## src/rtl/pixel_writer.sv

```systemverilog
// rtl/pixel_writer.sv - buffered pixel-to-framebuffer Avalon-MM writer
//
// Accepts (x, y, colour) beats into a small FIFO and turns each entry into
// one Avalon-MM write of the colour word at the pixel's linear byte address.
//
// Optional feature macro: PIXEL_WRITER_CLIP_EN
//   defined   : entries outside FB_WIDTH x FB_HEIGHT are discarded unwritten
//   undefined : every entry is written, out-of-range coordinates included
//
// Ports:
//   clock, reset          - rising-edge clock, asynchronous active-high reset
//   pixel_data            - [63:48] x, [47:32] y, [31:0] colour
//   pixel_data_valid      - producer offers pixel_data
//   pixel_fifo_full       - back-pressure, high while the FIFO holds FIFO_DEPTH
//   avm_address           - Avalon-MM byte address
//   avm_write             - Avalon-MM write request
//   avm_writedata         - colour word
//   avm_waitrequest       - slave stall
//   busy                  - FIFO non-empty or FSM not IDLE
//   pixel_count           - completed memory writes (wraps)

module pixel_writer #(
    parameter logic [31:0] FB_BASE    = 32'h0000_0000,
    parameter int          FB_WIDTH   = 640,
    parameter int          FB_HEIGHT  = 480,
    parameter int          FIFO_DEPTH = 4
) (
    input  logic        clock,
    input  logic        reset,
    input  logic [63:0] pixel_data,
    input  logic        pixel_data_valid,
    output logic        pixel_fifo_full,
    output logic [31:0] avm_address,
    output logic        avm_write,
    output logic [31:0] avm_writedata,
    input  logic        avm_waitrequest,
    output logic        busy,
    output logic [31:0] pixel_count
);

    localparam int PTR_W = (FIFO_DEPTH > 1) ? $clog2(FIFO_DEPTH) : 1;
    localparam int CNT_W = PTR_W + 1;

    typedef enum logic [1:0] {
        S_IDLE  = 2'd0,
        S_ADDR  = 2'd1,
        S_WRITE = 2'd2
    } state_t;

    // ------------------------------------------------------------------
    // Pixel FIFO
    // ------------------------------------------------------------------
    logic [63:0]      mem_q [FIFO_DEPTH];
    logic [PTR_W-1:0] wr_ptr_q, rd_ptr_q;
    logic [CNT_W-1:0] count_q, count_d;
    logic             fifo_empty;
    logic             push, pop;
    logic [63:0]      head;

    state_t           state_q;
    logic [15:0]      x_q, y_q;
    logic [31:0]      colour_q;
    logic [31:0]      addr_calc;
    logic             clip;

    assign fifo_empty      = (count_q == '0);
    assign pixel_fifo_full = (count_q == CNT_W'(FIFO_DEPTH));
    assign push            = pixel_data_valid && !pixel_fifo_full;
    assign head            = mem_q[rd_ptr_q];

    // Pops happen only where the FSM takes a new working entry; each term
    // is gated by !fifo_empty so an empty FIFO is never popped.
    always_comb begin
        pop = 1'b0;
        if (!fifo_empty) begin
            case (state_q)
                S_IDLE:  pop = 1'b1;
                S_ADDR:  pop = clip;
                S_WRITE: pop = !avm_waitrequest;
                default: pop = 1'b0;
            endcase
        end
    end

    // Simultaneous push and pop leaves the count unchanged.
    always_comb begin
        count_d = count_q;
        if (push && !pop)
            count_d = count_q + CNT_W'(1);
        else if (!push && pop)
            count_d = count_q - CNT_W'(1);
    end

    always_ff @(posedge clock) begin
        if (push)
            mem_q[wr_ptr_q] <= pixel_data;
    end

    // Pointers wrap modulo FIFO_DEPTH through natural overflow (power of two).
    always_ff @(posedge clock or posedge reset) begin
        if (reset) begin
            wr_ptr_q <= '0;
            rd_ptr_q <= '0;
            count_q  <= '0;
        end else begin
            if (push)
                wr_ptr_q <= wr_ptr_q + PTR_W'(1);
            if (pop)
                rd_ptr_q <= rd_ptr_q + PTR_W'(1);
            count_q <= count_d;
        end
    end

    // ------------------------------------------------------------------
    // Address generation and optional clipping
    // ------------------------------------------------------------------
    assign addr_calc = FB_BASE +
                       ((32'(y_q) * 32'(FB_WIDTH) + 32'(x_q)) << 2);

`ifdef PIXEL_WRITER_CLIP_EN
    assign clip = (state_q == S_ADDR) &&
                  ((32'(x_q) >= 32'(FB_WIDTH)) || (32'(y_q) >= 32'(FB_HEIGHT)));
`else
    assign clip = 1'b0;
`endif

    assign busy = !fifo_empty || (state_q != S_IDLE);

    // ------------------------------------------------------------------
    // Write FSM with registered Avalon outputs
    // ------------------------------------------------------------------
    always_ff @(posedge clock or posedge reset) begin
        if (reset) begin
            state_q       <= S_IDLE;
            x_q           <= '0;
            y_q           <= '0;
            colour_q      <= '0;
            avm_address   <= '0;
            avm_writedata <= '0;
            avm_write     <= 1'b0;
            pixel_count   <= '0;
        end else begin
            case (state_q)
                S_IDLE: begin
                    avm_write <= 1'b0;
                    if (pop) begin
                        {x_q, y_q, colour_q} <= head;
                        state_q              <= S_ADDR;
                    end
                end
                S_ADDR: begin
                    if (clip) begin
                        // Discarded entry: move on exactly as after a write.
                        avm_write <= 1'b0;
                        if (pop) begin
                            {x_q, y_q, colour_q} <= head;
                            state_q              <= S_ADDR;
                        end else begin
                            state_q <= S_IDLE;
                        end
                    end else begin
                        avm_address   <= addr_calc;
                        avm_writedata <= colour_q;
                        avm_write     <= 1'b1;
                        state_q       <= S_WRITE;
                    end
                end
                S_WRITE: begin
                    // Outputs are held while the slave stalls.
                    if (!avm_waitrequest) begin
                        avm_write   <= 1'b0;
                        pixel_count <= pixel_count + 32'd1;
                        if (pop) begin
                            {x_q, y_q, colour_q} <= head;
                            state_q              <= S_ADDR;
                        end else begin
                            state_q <= S_IDLE;
                        end
                    end
                end
                default: begin
                    avm_write <= 1'b0;
                    state_q   <= S_IDLE;
                end
            endcase
        end
    end

endmodule

```

## config.mk

```make
export PLATFORM = sky130hd
export DESIGN_NAME = pixel_writer
export DESIGN_NICKNAME = d
export VERILOG_FILES = /design/src/rtl/pixel_writer.sv
export SDC_FILE = /design/constraint.sdc
export NUM_CORES = 1
export LEC_CHECK = 0
export BUFFER_PORTS_ARGS = -buffer_cell sky130_fd_sc_hd__buf_4
export CORE_AREA = 5 5 192 194
export CTS_CLUSTER_DIAMETER = 100
export DETAILED_ROUTE_END_ITERATION = 8
export DIE_AREA = 0 0 197 199
export PLACE_DENSITY = 0.69
export SYNTH_ARGS = -nofsm -noshare
export SYNTH_HDL_FRONTEND = slang
export SYNTH_SLANG_ARGS = --single-unit
export TNS_END_PERCENT = 10
```

## constraint.sdc

```tcl
create_clock -name clock -period 9.25 [get_ports clock]
set_input_delay 1.85 -clock clock [delete_from_list [all_inputs] [get_ports clock]]
set_output_delay 1.85 -clock clock [all_outputs]
set_load 0.02 [all_outputs]
```

==> impl_metrics.csv <==
group,metric,value,unit
drt,vias,9258,
yosys,synth_largest_area_cell,"edfxtp_1",
power,ir_worst_vdd,0.226,mV
global_route,grt_pass1_vias,9692,
clock_network,cts_buffers,43,
critical_path,cp.arrival,4.26,ns
finish,antennaDiodeCount,0,
critical_path,path_class,"in -> reg",
finish,fin_nets,1360,
drt,vias_per_cell,5.32,
yosys,seq_area_frac_synth,68.4,%
clock_network,clock_latency,0.54,ns
finish,final_cell_mix,"edfxtp_1, nand2_1, buf_4",
floorplanning,die_y,199,um
global_route,grt_pass1_wl,53900,um
clock_network,htreeDepth,2,
clock_network,cts-resized-gates,0,
critical_path,worstSetupEndpointType,"flop",
drt,wirelength,33000,um
sta,layout_min_cycle_time,3.84,ns
finish,multiInputGateArea,5230,um^2
finish,final_common_cell,"edfxtp_1",
sta,tns,0,ns
sta,rsz0062_at_grt,"false",
sta,fmax,260,MHz
run,cap_violations,0,
clock_network,cts.sinks,421,
sta,tightest_slew,1.04,ns
critical_path,slowest_delay,0.80,ns
clock_network,clock-root-buffer,"clkbuf_16",
finish,seqCellArea,11800,um^2
finish,n_fill_cell,2781,
power,power_density,396,nW/um^2
power,intPower,5.18,mW
floorplanning,initial_core_util,49.3,%
sta,hold_viol,0,
power,p_comb_share,42.9,%
finish,drive_above_1_share,30.3,%
critical_path,required,9.67,ns
sta,period_share,41.5,%
yosys,synth_edf_count,256,
yosys,avgSynthCellArea,16.0,um^2
sta,hold_slack,0.466,ns
drt,routedWlPerCell,18.9,um
yosys,ys_ff_latch,421,
floorplanning,die_w,197,um
drt,first_iter_violations,376,
power,power.switching,2.88,mW
sta,slew_viol_final,0,
placed_design,numPortBuffers,161,
clock_network,hold_buffers,0,
yosys,synth_cells,1078,
yosys,synth_top_area_share,44.5,%
global_route,grt_max_degree,96,
global_route,grt_usage,17.4,%
power,power.share.switching,35.7,%
run_status,status,"completed",
global_route,overflow,0,
sta,setup_violations,0,
yosys,yosys_warnings,0,
clock_network,cts_tree,"done",
clock_network,post_cts_buffers,0,
drt,first_pass_iters,4,
critical_path,worstPathCellList,"buf_4, a211oi_4, buf_4, inv_1, ha_1, inv_1, fa_1, mux2_2",
clock_network,cts_buffer_depth,3,
power,leakage,8.08,nW
yosys,synth-main-ff-cell,"edfxtp_1",
power,pwr-share-clk,20.9,%
yosys,synth.cell_area,17300,um^2
floorplanning,core-area,35100,um^2
sta,worst_clock_skew,0.0167,ns
placed_design,dp_worst_setup_slack,4.82,ns
floorplanning,io_pins,167,
floorplanning,die-area,39200,um^2
placed_design,dp_hpwl,19600,um
power,sequentialPowerShare,36.2,%
clock_network,clk_pin_slew,0.06,ns
sta,relSlewSlack,30.4,%
hold_path,hp-class,"reg -> reg",
floorplanning,rows,69,
critical_path,worstPathMaxFanout,67,
finish,area_growth,17.7,%
critical_path,cp-start-kind,"input pin",
yosys,synth.distinct_cells,65,
sta,fin_ws,5.41,ns
yosys,synth_area_leaders,"edfxtp_1, dfrtp_1, mux4_2",
critical_path,cp_slowest_cell,"buf_4",
drt,ant_nets,0,
global_route,antenna_found_initial,2,
yosys,synth-async-reset-ratio,39.2,%
drt,route.detailed.drc,0,
placed_design,globalplace.congestion,0.774,
-- state kept, by name (all words and copies together) (netlist names), 3 cells and up --
name and count:
avm_address 27, colour_q 32, mem_q 256, x_q 16
pixel_count 32, y_q 16, avm_writedata 32, count_q 3
-- cell type report --
class | instances | area share, %
clock buffers | 70 | 6.24
repair buffers | 165 | 6.09
multi-input cells | 596 | 25.7
well taps | 461 | 2.84
inverters | 18 | 0.369
clock inverters | 10 | 0.566
flip-flops and latches | 421 | 58.2
-- power by group through the flow --
stage               Combinational (mW)  Sequential [mW]  Clock [mW]
finish                            3.46             2.92        1.68
global route                      3.89             2.99        1.82
CTS                               3.52             2.93        1.73
detailed placement                3.51             2.96           0
global placement                  3.44             2.95           0
floorplan                         2.60             2.96           0
-- per-layer routing --
metal / GRT usage [%] / wire [um] / up-vias
met2: 28.6 / 16300 / 185
li1: - / - / 4340
met5: 0 / 21 / -
met1: 23.9 / 14300 / 4680
met3: 4.05 / 1850 / 49
met4: 3.93 / 511 / 4
-- critical path: cells and delay by family --
family | cells | cell delay [ns]
buffers and inverters | 4 | 1.21
adders and majority gates | 2 | 0.67
muxes | 1 | 0.27
AOI/OAI and AO/OA | 1 | 0.23
-- cells in the mapped netlist (2+ instances only) --
library cell,n
nand2_2,3
o211ai_1,4
buf_4,5
mux2_2,65
ha_1,44
a21oi_1,14
buf_2,5
xnor2_1,35
o21ai_0,22
nor2_1,28
a211oi_2,3
nor2b_1,5
a31oi_1,2
buf_1,9
and3_1,3
or3_4,2
xor2_1,19
a211oi_1,7
edfxtp_1,256
a221o_1,2
nand2_1,165
o31ai_1,4
nor3_1,12
o21ai_1,2
mux4_2,64
a21oi_2,2
clkbuf_1,28
fa_1,3
inv_1,17
o31a_1,3
or3_1,2
o21a_1,6
nand2b_1,7
nand4_1,7
nor4_2,2
nand3b_1,5
dfrtp_1,165
a21o_1,6
and2_1,6
nand3_1,14
-- per-stage QoR --
stage / power (mW) / util (%) / cells / area (um^2)
after detailed placement: 6.47 / 54.1 / 1661 / 18900
final: 8.06 / 58.0 / 1741 / 20300
after floorplan: 5.56 / - / 1082 / 17300
after global routing: 8.70 / 58.0 / 1741 / 20300
after global placement: 6.39 / 54.1 / 1661 / 18900
after CTS: 8.19 / 58.0 / 1741 / 20300
-- worst paths after layout --
| path | start | end | slack, ns | cells after the start |
|---|---|---|---|---|
| max in group asynchronous | reset | rd_ptr_q[1] | 6.29 | 3 |
| max | avm_waitrequest | count_q[1] | 5.41 | 8 |
| min | x_q[1] | avm_address[3] | 0.47 | 2 |
| min reg2reg | x_q[1] | avm_address[3] | 0.47 | 2 |
| min in group asynchronous | reset | avm_address[22] | 1.43 | 2 |
| max reg2reg | y_q[1] | avm_address[26] | 5.53 | 16 |
-- cells by family (layout without fill, tap and decap cells) --
group	count (synthesis)	count (layout)	share of synthesized area, %
flops	421	421	68.4
simple gates	272	272	7.33
mux	130	130	12.6
compound gates	87	87	3.67
buf+inv	65	263	1.56
xor+xnor	55	55	2.83
fa+ha+maj	47	47	3.54
other cells	1	5	0.0217
(Power assumes the default switching activity.)
